**src/rtl/id_ex_stage.sv**
```systemverilog
// ID/EX pipeline register with load-use hazard detection, memory-stall freeze,
// flush squash and a saturating count of inserted load-use bubbles.
module id_ex_stage #(
    parameter int unsigned DATA_W    = 16,
    parameter int unsigned ALU_OP_W  = 4,
    parameter int unsigned BUB_CNT_W = 16
) (
    input  logic                 clk,
    input  logic                 rst,
    input  logic                 id_valid,
    input  logic [2:0]           id_rsrc1,
    input  logic [2:0]           id_rsrc2,
    input  logic                 id_uses_src1,
    input  logic                 id_uses_src2,
    input  logic [2:0]           id_rdst,
    input  logic                 id_wb,
    input  logic                 id_mem_read,
    input  logic                 id_mem_write,
    input  logic [ALU_OP_W-1:0]  id_alu_op,
    input  logic [DATA_W-1:0]    id_data1,
    input  logic [DATA_W-1:0]    id_data2,
    input  logic [DATA_W-1:0]    id_imm,
    input  logic                 flush,
    input  logic                 mem_stall,
    output logic                 ex_valid,
    output logic [2:0]           ex_rsrc1,
    output logic [2:0]           ex_rsrc2,
    output logic [2:0]           ex_rdst,
    output logic                 ex_wb,
    output logic                 ex_mem_read,
    output logic                 ex_mem_write,
    output logic [ALU_OP_W-1:0]  ex_alu_op,
    output logic [DATA_W-1:0]    ex_data1,
    output logic [DATA_W-1:0]    ex_data2,
    output logic [DATA_W-1:0]    ex_imm,
    output logic                 stall_fetch,
    output logic [BUB_CNT_W-1:0] bubble_count
);

    logic                 valid_q, valid_d;
    logic [2:0]           rsrc1_q, rsrc1_d;
    logic [2:0]           rsrc2_q, rsrc2_d;
    logic [2:0]           rdst_q, rdst_d;
    logic                 wb_q, wb_d;
    logic                 mem_read_q, mem_read_d;
    logic                 mem_write_q, mem_write_d;
    logic [ALU_OP_W-1:0]  alu_op_q, alu_op_d;
    logic [DATA_W-1:0]    data1_q, data1_d;
    logic [DATA_W-1:0]    data2_q, data2_d;
    logic [DATA_W-1:0]    imm_q, imm_d;
    logic [BUB_CNT_W-1:0] bubble_count_q, bubble_count_d;
    logic                 hazard;

    // Only a load that also writes back can create a load-use dependency.
    always_comb begin
        hazard = valid_q & mem_read_q & wb_q & id_valid &
                 ((id_uses_src1 & (id_rsrc1 == rdst_q)) |
                  (id_uses_src2 & (id_rsrc2 == rdst_q)));
    end

    always_comb begin
        valid_d        = valid_q;
        rsrc1_d        = rsrc1_q;
        rsrc2_d        = rsrc2_q;
        rdst_d         = rdst_q;
        wb_d           = wb_q;
        mem_read_d     = mem_read_q;
        mem_write_d    = mem_write_q;
        alu_op_d       = alu_op_q;
        data1_d        = data1_q;
        data2_d        = data2_q;
        imm_d          = imm_q;
        bubble_count_d = bubble_count_q;
        if (mem_stall) begin
            // Freeze: everything holds; flush and hazard wait for release.
        end else if (flush || hazard) begin
            valid_d     = 1'b0;
            rsrc1_d     = '0;
            rsrc2_d     = '0;
            rdst_d      = '0;
            wb_d        = 1'b0;
            mem_read_d  = 1'b0;
            mem_write_d = 1'b0;
            alu_op_d    = '0;
            data1_d     = '0;
            data2_d     = '0;
            imm_d       = '0;
            if (!flush && hazard && (bubble_count_q != '1)) begin
                bubble_count_d = bubble_count_q + BUB_CNT_W'(1);
            end
        end else begin
            valid_d     = id_valid;
            rsrc1_d     = id_rsrc1;
            rsrc2_d     = id_rsrc2;
            rdst_d      = id_rdst;
            wb_d        = id_valid & id_wb;
            mem_read_d  = id_valid & id_mem_read;
            mem_write_d = id_valid & id_mem_write;
            alu_op_d    = id_alu_op;
            data1_d     = id_data1;
            data2_d     = id_data2;
            imm_d       = id_imm;
        end
    end

    always_ff @(posedge clk) begin
        if (rst) begin
            valid_q        <= 1'b0;
            rsrc1_q        <= '0;
            rsrc2_q        <= '0;
            rdst_q         <= '0;
            wb_q           <= 1'b0;
            mem_read_q     <= 1'b0;
            mem_write_q    <= 1'b0;
            alu_op_q       <= '0;
            data1_q        <= '0;
            data2_q        <= '0;
            imm_q          <= '0;
            bubble_count_q <= '0;
        end else begin
            valid_q        <= valid_d;
            rsrc1_q        <= rsrc1_d;
            rsrc2_q        <= rsrc2_d;
            rdst_q         <= rdst_d;
            wb_q           <= wb_d;
            mem_read_q     <= mem_read_d;
            mem_write_q    <= mem_write_d;
            alu_op_q       <= alu_op_d;
            data1_q        <= data1_d;
            data2_q        <= data2_d;
            imm_q          <= imm_d;
            bubble_count_q <= bubble_count_d;
        end
    end

    always_comb begin
        stall_fetch  = ~rst & (mem_stall | (hazard & ~flush));
        ex_valid     = valid_q;
        ex_rsrc1     = rsrc1_q;
        ex_rsrc2     = rsrc2_q;
        ex_rdst      = rdst_q;
        ex_wb        = wb_q;
        ex_mem_read  = mem_read_q;
        ex_mem_write = mem_write_q;
        ex_alu_op    = alu_op_q;
        ex_data1     = data1_q;
        ex_data2     = data2_q;
        ex_imm       = imm_q;
        bubble_count = bubble_count_q;
    end

endmodule

```
**config.mk**
```make
export PLATFORM = sky130hd
export DESIGN_NAME = id_ex_stage
export DESIGN_NICKNAME = d
export VERILOG_FILES = /design/src/rtl/id_ex_stage.sv
export SDC_FILE = /design/constraint.sdc
export NUM_CORES = 1
export LEC_CHECK = 0
export CORE_MARGIN = 1
export CORE_UTILIZATION = 35
export CTS_CLUSTER_DIAMETER = 150
export DETAILED_ROUTE_END_ITERATION = 8
export PLACE_DENSITY = 0.73
export SLEW_MARGIN = 20
export SYNTH_ARGS = -nofsm -noshare
export SYNTH_HDL_FRONTEND = slang
export SYNTH_SLANG_ARGS = --single-unit
```
**constraint.sdc**
```tcl
create_clock -name clk -period 3.3 [get_ports clk]
set_input_delay 0.33 -clock clk [delete_from_list [all_inputs] [get_ports clk]]
set_output_delay 0.33 -clock clk [all_outputs]
set_load 0.005 [all_outputs]
```
== Word-level counts from Yosys, hierarchy flattened ==
Index checks and enable logic that the tools add are counted.
Widths: inputs -> output; s select.
Word-level totals
  register bits after elaboration: 81
  bits in latches: 0
  bits in writable memories: 0
  ROM bits: 0
  input bits: 71
  output and inout port bits: 82
  word-level logic and storage cells: 48
  memories kept: 0
Operators by class
  add/subtract/negate cells: 1
  multipliers: 0
  div/mod/pow operators: 0
  magnitude comparators: 0
  equal/unequal tests: 3
  shifts and indexed selects: 0
  multiplexer cells: 11
  bitwise logic cells: 16
  reductions and logical operators: 5
Operator list (number)
  $mux 16: 3
  $add 16x1->16 const B: 1
  $ne 16x16->1 const B: 1
  $and 1x1->1: 11
  $mux 3: 3
  $eq 3x3->1: 2
  $mux 1: 4
  $mux 4: 1
  $not 1->1: 3
  $reduce_and 3->1: 1
  $logic_and 1x1->1: 2
  $or 1x1->1: 2
  $logic_not 1->1: 1
  $logic_or 1x1->1: 1

== Depth between registers and ports, before layout ==
Gate-level depths: netlist (run 1).
  depth after elaboration: 7
  mapped depth: 7

== Least setup slack after synthesis (run 1) ==
OpenSTA, ideal clock, no wires.
  kind: reg2reg
  start point: register rdst_q[0] (netlist: ex_rdst[0])
  end point: register bubble_count_q[5] (netlist: bubble_count[5])
  setup time: 0.121 ns
  arrival time: 1.613 ns
  data required time: 3.179 ns
  slack: 1.566 ns
  stages on the path, launching flop included: 7
  buffers on the path: 1
  clock period less this slack: 1.734 ns
  path through: dfxtp_1 xnor2_1 and4_1 o21ai_1 buf_2 nor4_1 mux2_2
Between the ends
  cells in the longest elaborated chain, start to end: 7
RTL lines
  start: declaration: line 43  | logic [2:0] rdst_q, rdst_d;
  start signal: assignment: line 124  | rdst_q <= rdst_d;
  $eq 3x3->1, on equally long branches: line 57, 58
  $and 1x1->1, on equally long branches: line 57, 58
  $or 1x1->1 (*): line 57  | ((id_uses_src1 & (id_rsrc1 == rdst_q)) |
  $and 1x1->1 (*): line 56  | hazard = valid_q & mem_read_q & wb_q & id_valid &
  $logic_and 1x1->1 (2 in a row): line 88  | if (!flush && hazard && (bubble_count_q != '1)) begin
  $reduce_and 3->1 (no line) (*)
  end signal: assignment: line 132  | bubble_count_q <= bubble_count_d;
  end: declaration: line 51  | logic [BUB_CNT_W-1:0] bubble_count_q, bubble_count_d;
Mark *: on every way between the ends. The rest lies on a longest branch, timed or not.
A chain may end at the register's enable or synchronous reset.

== Final worst setup path (run 1) ==
  start point: input port id_rsrc1[2]
  end point: output port stall_fetch
Between the ends
  cells in the longest elaborated chain, start to end: 7
RTL lines
  start: declaration: line 11  | input logic [2:0] id_rsrc1,
  $eq 3x3->1: line 57
  $and 1x1->1: line 57
  $or 1x1->1: line 57
  $and 1x1->1: line 56
  $and 1x1->1: line 137  | stall_fetch = ~rst & (mem_stall | (hazard & ~flush));
  $or 1x1->1: line 137
  $and 1x1->1: line 137
  end: declaration: line 36  | output logic stall_fetch,
No other way between the ends.

==> impl_metrics.toml, run 1 <==
[drt]
drcViolationCount = 0
wire_per_inst_um = 16.1
ant_nets = 0
routed_wl_um = 8320
vias = 2761
via_per_inst = 5.34
drt-initial-drc-count = 116
dr.pass1.iters = 4

[synthesis]
post-synth-top-area-cell = "dfxtp_1"
yosysUniqueCellTypes = 34
synth_nets = 334
synth-compound-area-share_pct = 27.0
synth_adder_area_share_pct = 0.429
synth.area.mux_share_pct = 0.386
synth_edf_count = 0
seq_area_frac_synth_pct = 55.6
synthTopCellsByArea = "dfxtp_1 56%, a22o_1 19%, o31ai_1 3.1%"
ys.flop_type = "dfxtp_1"
ys_seq_elements = 81
postSynthAreaPerCell_um2 = 11.1
syn_inst = 262
yosys_warnings = 0
synth_top_area_share_pct = 55.6
synthesis.area_mm2 = 0.00292
synthSimpleGateAreaFrac_pct = 10.8
synthXorXnorAreaFrac_pct = 1.80
synth_top_family_by_area = "compound AO/OA/AOI/OAI gates"
async_flop_share_pct = 0

[final_layout]
drive_gt1_share_pct = 6.99
nets = 482
synthToLayoutAreaGrowth_pct = 61.8
antennaDiodeCount = 0
layout_common_cells = "152 x clkdlybuf4s50_1, 81 x dfxtp_1, 62 x a22o_1"
fin_area_mm2 = 0.00472
layout_commonest_cell = "clkdlybuf4s50_1"

[clocking]
ctsResizeCount = 0
insertion_delay_ns = 0.34
ctsLongestPathBuffers = 2
cts_buffers = 9
root_buffer = "clkbuf_8"
hold_buffers = 0
clock_sinks = 81
clk_pin_slew_worst_paths_ns = 0.08
cts_tree = "done"
cts_setup_buffers = 0
cts.htree.levels = 3

[timing]
maxSlewViolCount = 0
finalCritPeriodShare_pct = 76.3
clock_skew_ns = 0.0132
slew_headroom_pct = 51.3
setup_viol = 0
final.min_clock_period_ns = 2.52
fmax_mhz = 397
hold_viol = 0
finalSetupTns_ns = 0
worst_slew_pin_slew_ns = 0.730
rsz0062_at_grt = "false"

[placement]
io_buffers = 152
place_area_mm2 = 0.00452
place.gp.congestion = 0.825
place_hpwl_um = 5820

[die]
core_area_mm2 = 0.00789
num_io_pins = 153
dieArea_mm2 = 0.00871
fp.dieH_um = 93.3
start_util_pct = 37.0
num_rows = 32
die_w_um = 93.3

[status]
status = "finished, final reports clean"

[pwr]
p_leak_nw = 1.68
p_per_area_mw_per_mm2 = 417
ir_worst_vdd_mv = 0.212
finalPower_mw = 1.97

[grt]
grt_pass1_wl_um = 13100
overflow = 0
grtUsageTotal_pct = 19.4
grt_pass1_vias = 2609
grt_start_max_net_pins = 66
antenna_found_initial = 0

[critical_path]
cp-end-kind = "primary output"
cp.required_ns = 2.97
cp.arrival_ns = 2.19
startpoint_type = "input port"
criticalPathCategory = "in -> out"
crit_path_max_fanout = 3

[job]
max-cap-violations = 0

[min_path]
hold_class = "reg -> reg"
## flip-flops by register name, summed over array words and instances, names as in the netlist, 3 cells and up
| name | count |
|---|---|
| ex_data2 | 16 |
| ex_alu_op | 4 |
| ex_rsrc2 | 3 |
| ex_imm | 16 |
| ex_rdst | 3 |
| bubble_count | 16 |
| ex_data1 | 16 |
| ex_rsrc1 | 3 |
## stage by stage
stage | util [%] | setup slack (ns) | hold slack [ns] | instances
2_1_floorplan | - | 1.57 | 0.463 | 262
3_3_place_gp | 57.3 | 0.579 | 0.454 | 501
3_5_place_dp | 57.3 | 0.514 | 0.457 | 501
4_1_cts | 59.8 | 0.793 | 0.479 | 517
5_1_grt | 59.9 | 0.693 | 0.497 | 517
6_report | 59.9 | 0.783 | 0.477 | 517
## layer usage
| layer | GRT usage [%] | vias up | share of wire [%] |
|---|---|---|---|
| li1 | - | 1316 | - |
| met1 | 24.7 | 1322 | 42 |
| met2 | 29.4 | 119 | 46 |
| met3 | 8.70 | 4 | 10 |
| met4 | 5.64 | 0 | 0.78 |
| met5 | 0 | - | 0 |
## final timing paths
path	startpoint	to	slack, ns	cells past startpoint
worst max-delay path	id_rsrc1[2]	stall_fetch	0.78	7
worst min register to register	ex_data2[8]	ex_data2[8]	0.48	1
worst max register to register	bubble_count[6]	bubble_count[5]	1.16	6
worst min-delay path	ex_data2[8]	ex_data2[8]	0.48	1
## report_power, final
| part | total, mW | switching (mW) | internal, mW | leakage [nW] |
|---|---|---|---|---|
| clock | 0.718 | 0.346 | 0.373 | 0.101 |
| combinational | 0.224 | 0.0699 | 0.154 | 0.922 |
| sequential | 1.03 | 0.0184 | 1.01 | 0.659 |
| total | 1.97 | 0.434 | 1.53 | 1.68 |
## cell families after synthesis
family | after synthesis
AOI/OAI and AO/OA | 98
xor gates and xnor gates | 6
adders and majority gates | 1
buffers and inverters | 24
DFF | 81
muxes | 1
and+or+nand+nor | 51
## synthesized netlist by cell type, types with 5 or more instances
| cell type | count |
|---|---|
| dfxtp_1 | 81 |
| a22o_1 | 62 |
| a21oi_1 | 14 |
| o31ai_1 | 12 |
| or4_1 | 11 |
| clkbuf_1 | 10 |
| nand3_1 | 9 |
| buf_4 | 6 |
| nand2_1 | 6 |
| xnor2_1 | 6 |
| buf_2 | 5 |
| nor2_1 | 5 |
## cell type report
| cell class | instances | area, µm² |
|---|---|---|
| clock buffers | 12 | 145 |
| clock inverters | 4 | 52.6 |
| fillers | 641 | 3170 |
| inverters | 3 | 11.3 |
| multi-input cells | 157 | 1200 |
| flip-flops and latches | 81 | 1620 |
| well taps | 102 | 128 |
| repair buffers | 158 | 1570 |
## critical path, stage by stage
cell and delay, ns:
clkdlybuf4s50_1 0.50, xnor2_1 0.13, and4_1 0.29, o21ba_2 0.21
a21oi_1 0.08, nor2_1 0.12, clkdlybuf4s50_1 0.52
(Power assumes the default switching activity.)
==> run 2, diff against run 1 <==
- PLACE_DENSITY: 0.73 -> 0.75
- clock period: 3.3 -> 2.05 ns (I/O delays scaled with it)
==> impl_metrics.toml, run 2 (synthesis results as in run 1) <==
[pwr]
comb_power_share_pct = 11.4
clkPwrFrac_pct = 39.1
ir_worst_vdd_mv = 0.413
p_sw_mw = 0.723
p_per_area_mw_per_mm2 = 676
seqPwrFrac_pct = 49.5
netSwitchingFraction_pct = 21.7
p_int_mw = 2.61
p_leak_nw = 1.80

[final_layout]
stdcell_count = 531
drive_gt1_share_pct = 11.7
fin_area_mm2 = 0.00493
antennaDiodeCount = 0
layout_common_cells = "151 x clkdlybuf4s50_1, 78 x dfxtp_1, 62 x a22o_1"
nets = 496
layout_commonest_cell = "clkdlybuf4s50_1"
synthToLayoutAreaGrowth_pct = 68.9

[timing]
fmax_mhz = 524
timing.final.ws_setup_ns = 0.143
hold_viol = 0
slew_headroom_pct = 77.4
maxSlewViolCount = 0
clock_skew_ns = 0.00972
setup_viol = 0
finalCritPeriodShare_pct = 93.0
worst_slew_pin_slew_ns = 0.336
rsz0062_at_grt = "false"
final.min_clock_period_ns = 1.91

[grt]
grt_pass1_vias = 2774
grt_pass1_wl_um = 13400
grtUsageTotal_pct = 19.7
antenna_found_initial = 0
grt_start_max_net_pins = 49
overflow = 0

[drt]
wire_per_inst_um = 15.4
dr.pass1.iters = 4
drt-initial-drc-count = 99
ant_nets = 0
via_per_inst = 5.21
vias = 2767
drcViolationCount = 0
routed_wl_um = 8180

[critical_path]
crit_family = "buffers and inverters"
reg2reg_depth = 7
cp.arrival_ns = 2.14
crit_path_max_fanout = 22
worstSetupStartpoint = "id_rsrc1[2]"
endpoint = "bubble_count[5]"
max_stage_delay_ns = 0.53
cp_num_cells = 8
startpoint_type = "input port"
worstPathBufferInverterCount = 3
cp_cell_sequence = "clkdlybuf4s50_1, xnor2_2, and4_1, buf_4, o21ai_1, buf_12, nor4_2, mux2_2"
r2r_setup_slack_ns = 0.15
r2r_start = "ex_rdst[2]"
cp-end-kind = "flop"
rr_endpoint = "bubble_count[5]"
cp.required_ns = 2.28
criticalPathCategory = "in -> reg"
cpMaxStageDelayCell = "clkdlybuf4s50_1"

[job]
max-cap-violations = 0

[clocking]
insertion_delay_ns = 0.34
root_buffer = "clkbuf_8"
ctsLongestPathBuffers = 2
hold_buffers = 0
clk_pin_slew_worst_paths_ns = 0.09
cts_buffers = 9
cts.htree.levels = 3
clock_sinks = 81
cts_tree = "done"

[min_path]
hold_class = "in -> reg"

[die]
num_io_pins = 153
start_util_pct = 37.0
die_w_um = 93.3
dieArea_mm2 = 0.00871
num_rows = 32
core_area_mm2 = 0.00789
fp.dieH_um = 93.3

[placement]
place.gp.congestion = 0.762
place_hpwl_um = 5970
post-place-ws_ns = -0.165
dp.cells = 512
io_buffers = 152
place_area_mm2 = 0.00465

[status]
status = "finished, final reports clean"
[run 2: cell count changes in the layout (fill, tap and decap cells not counted), moves of 2 or more]
cell / change
buf_12: +4
buf_4: +10
clkbuf_1: -2
clkinv_4: -2
dfxtp_1: -3
dfxtp_2: +2
inv_6: +2
xnor2_1: -2
xnor2_2: +2
[run 2: worst min-delay path by stage]
stage | cells after the start | startpoint | to
6_report | 2 | id_data2[14] | ex_data2[14]
5_1_grt | 2 | id_data1[14] | ex_data1[14]
4_1_cts | 2 | id_data1[11] | ex_data1[11]
3_5_place_dp | 1 | ex_imm[9] | ex_imm[9]
3_3_place_gp | 1 | ex_mem_write | ex_mem_write
2_1_floorplan | 1 | id_alu_op[0] | ex_alu_op[0]
[run 2: metal layers]
metal  GRT usage (%)  up-vias  wire [µm]
li1                -     1333          -
met1            23.9     1310       3430
met2            30.9      112       3880
met3            7.07       12        693
met4            9.62        0        180
met5               0        -          0
[run 2: cell type report]
| type | instances | area [µm²] |
|---|---|---|
| clock inverters | 6 | 87.6 |
| inverters | 3 | 11.3 |
| repair buffers | 172 | 1720 |
| multi-input cells | 157 | 1210 |
| well taps | 102 | 128 |
| fillers | 638 | 2960 |
| flip-flops and latches | 81 | 1630 |
| clock buffers | 10 | 138 |
[run 2: power groups by stage]
stage / registers (mW) / logic, mW / clock network, mW
4_1_cts: 1.65 / 0.379 / 1.34
3_5_place_dp: 1.69 / 0.376 / 0
3_3_place_gp: 1.69 / 0.370 / 0
6_report: 1.65 / 0.379 / 1.30
5_1_grt: 1.66 / 0.407 / 1.40
2_1_floorplan: 1.69 / 0.0959 / 0
[run 2: what timing repair did]
item	in CTS	in global routing
pin swaps	3	4
resized for setup	4	5
endpoints found under the setup margin	1	3
endpoints found under the hold margin	0	0
setup buffers	2	1
[run 2: metrics by stage]
step                      TNS, ns  total power [mW]  util (%)  hold slack [ns]
after global placement      -3.64              2.06      59.0            0.448
after floorplan                 0              1.78         -            0.338
after CTS                       0              3.37      62.1            0.441
after detailed placement    -4.80              2.06      59.0            0.458
final                           0              3.33      62.5            0.456
after global routing            0              3.47      62.5            0.447
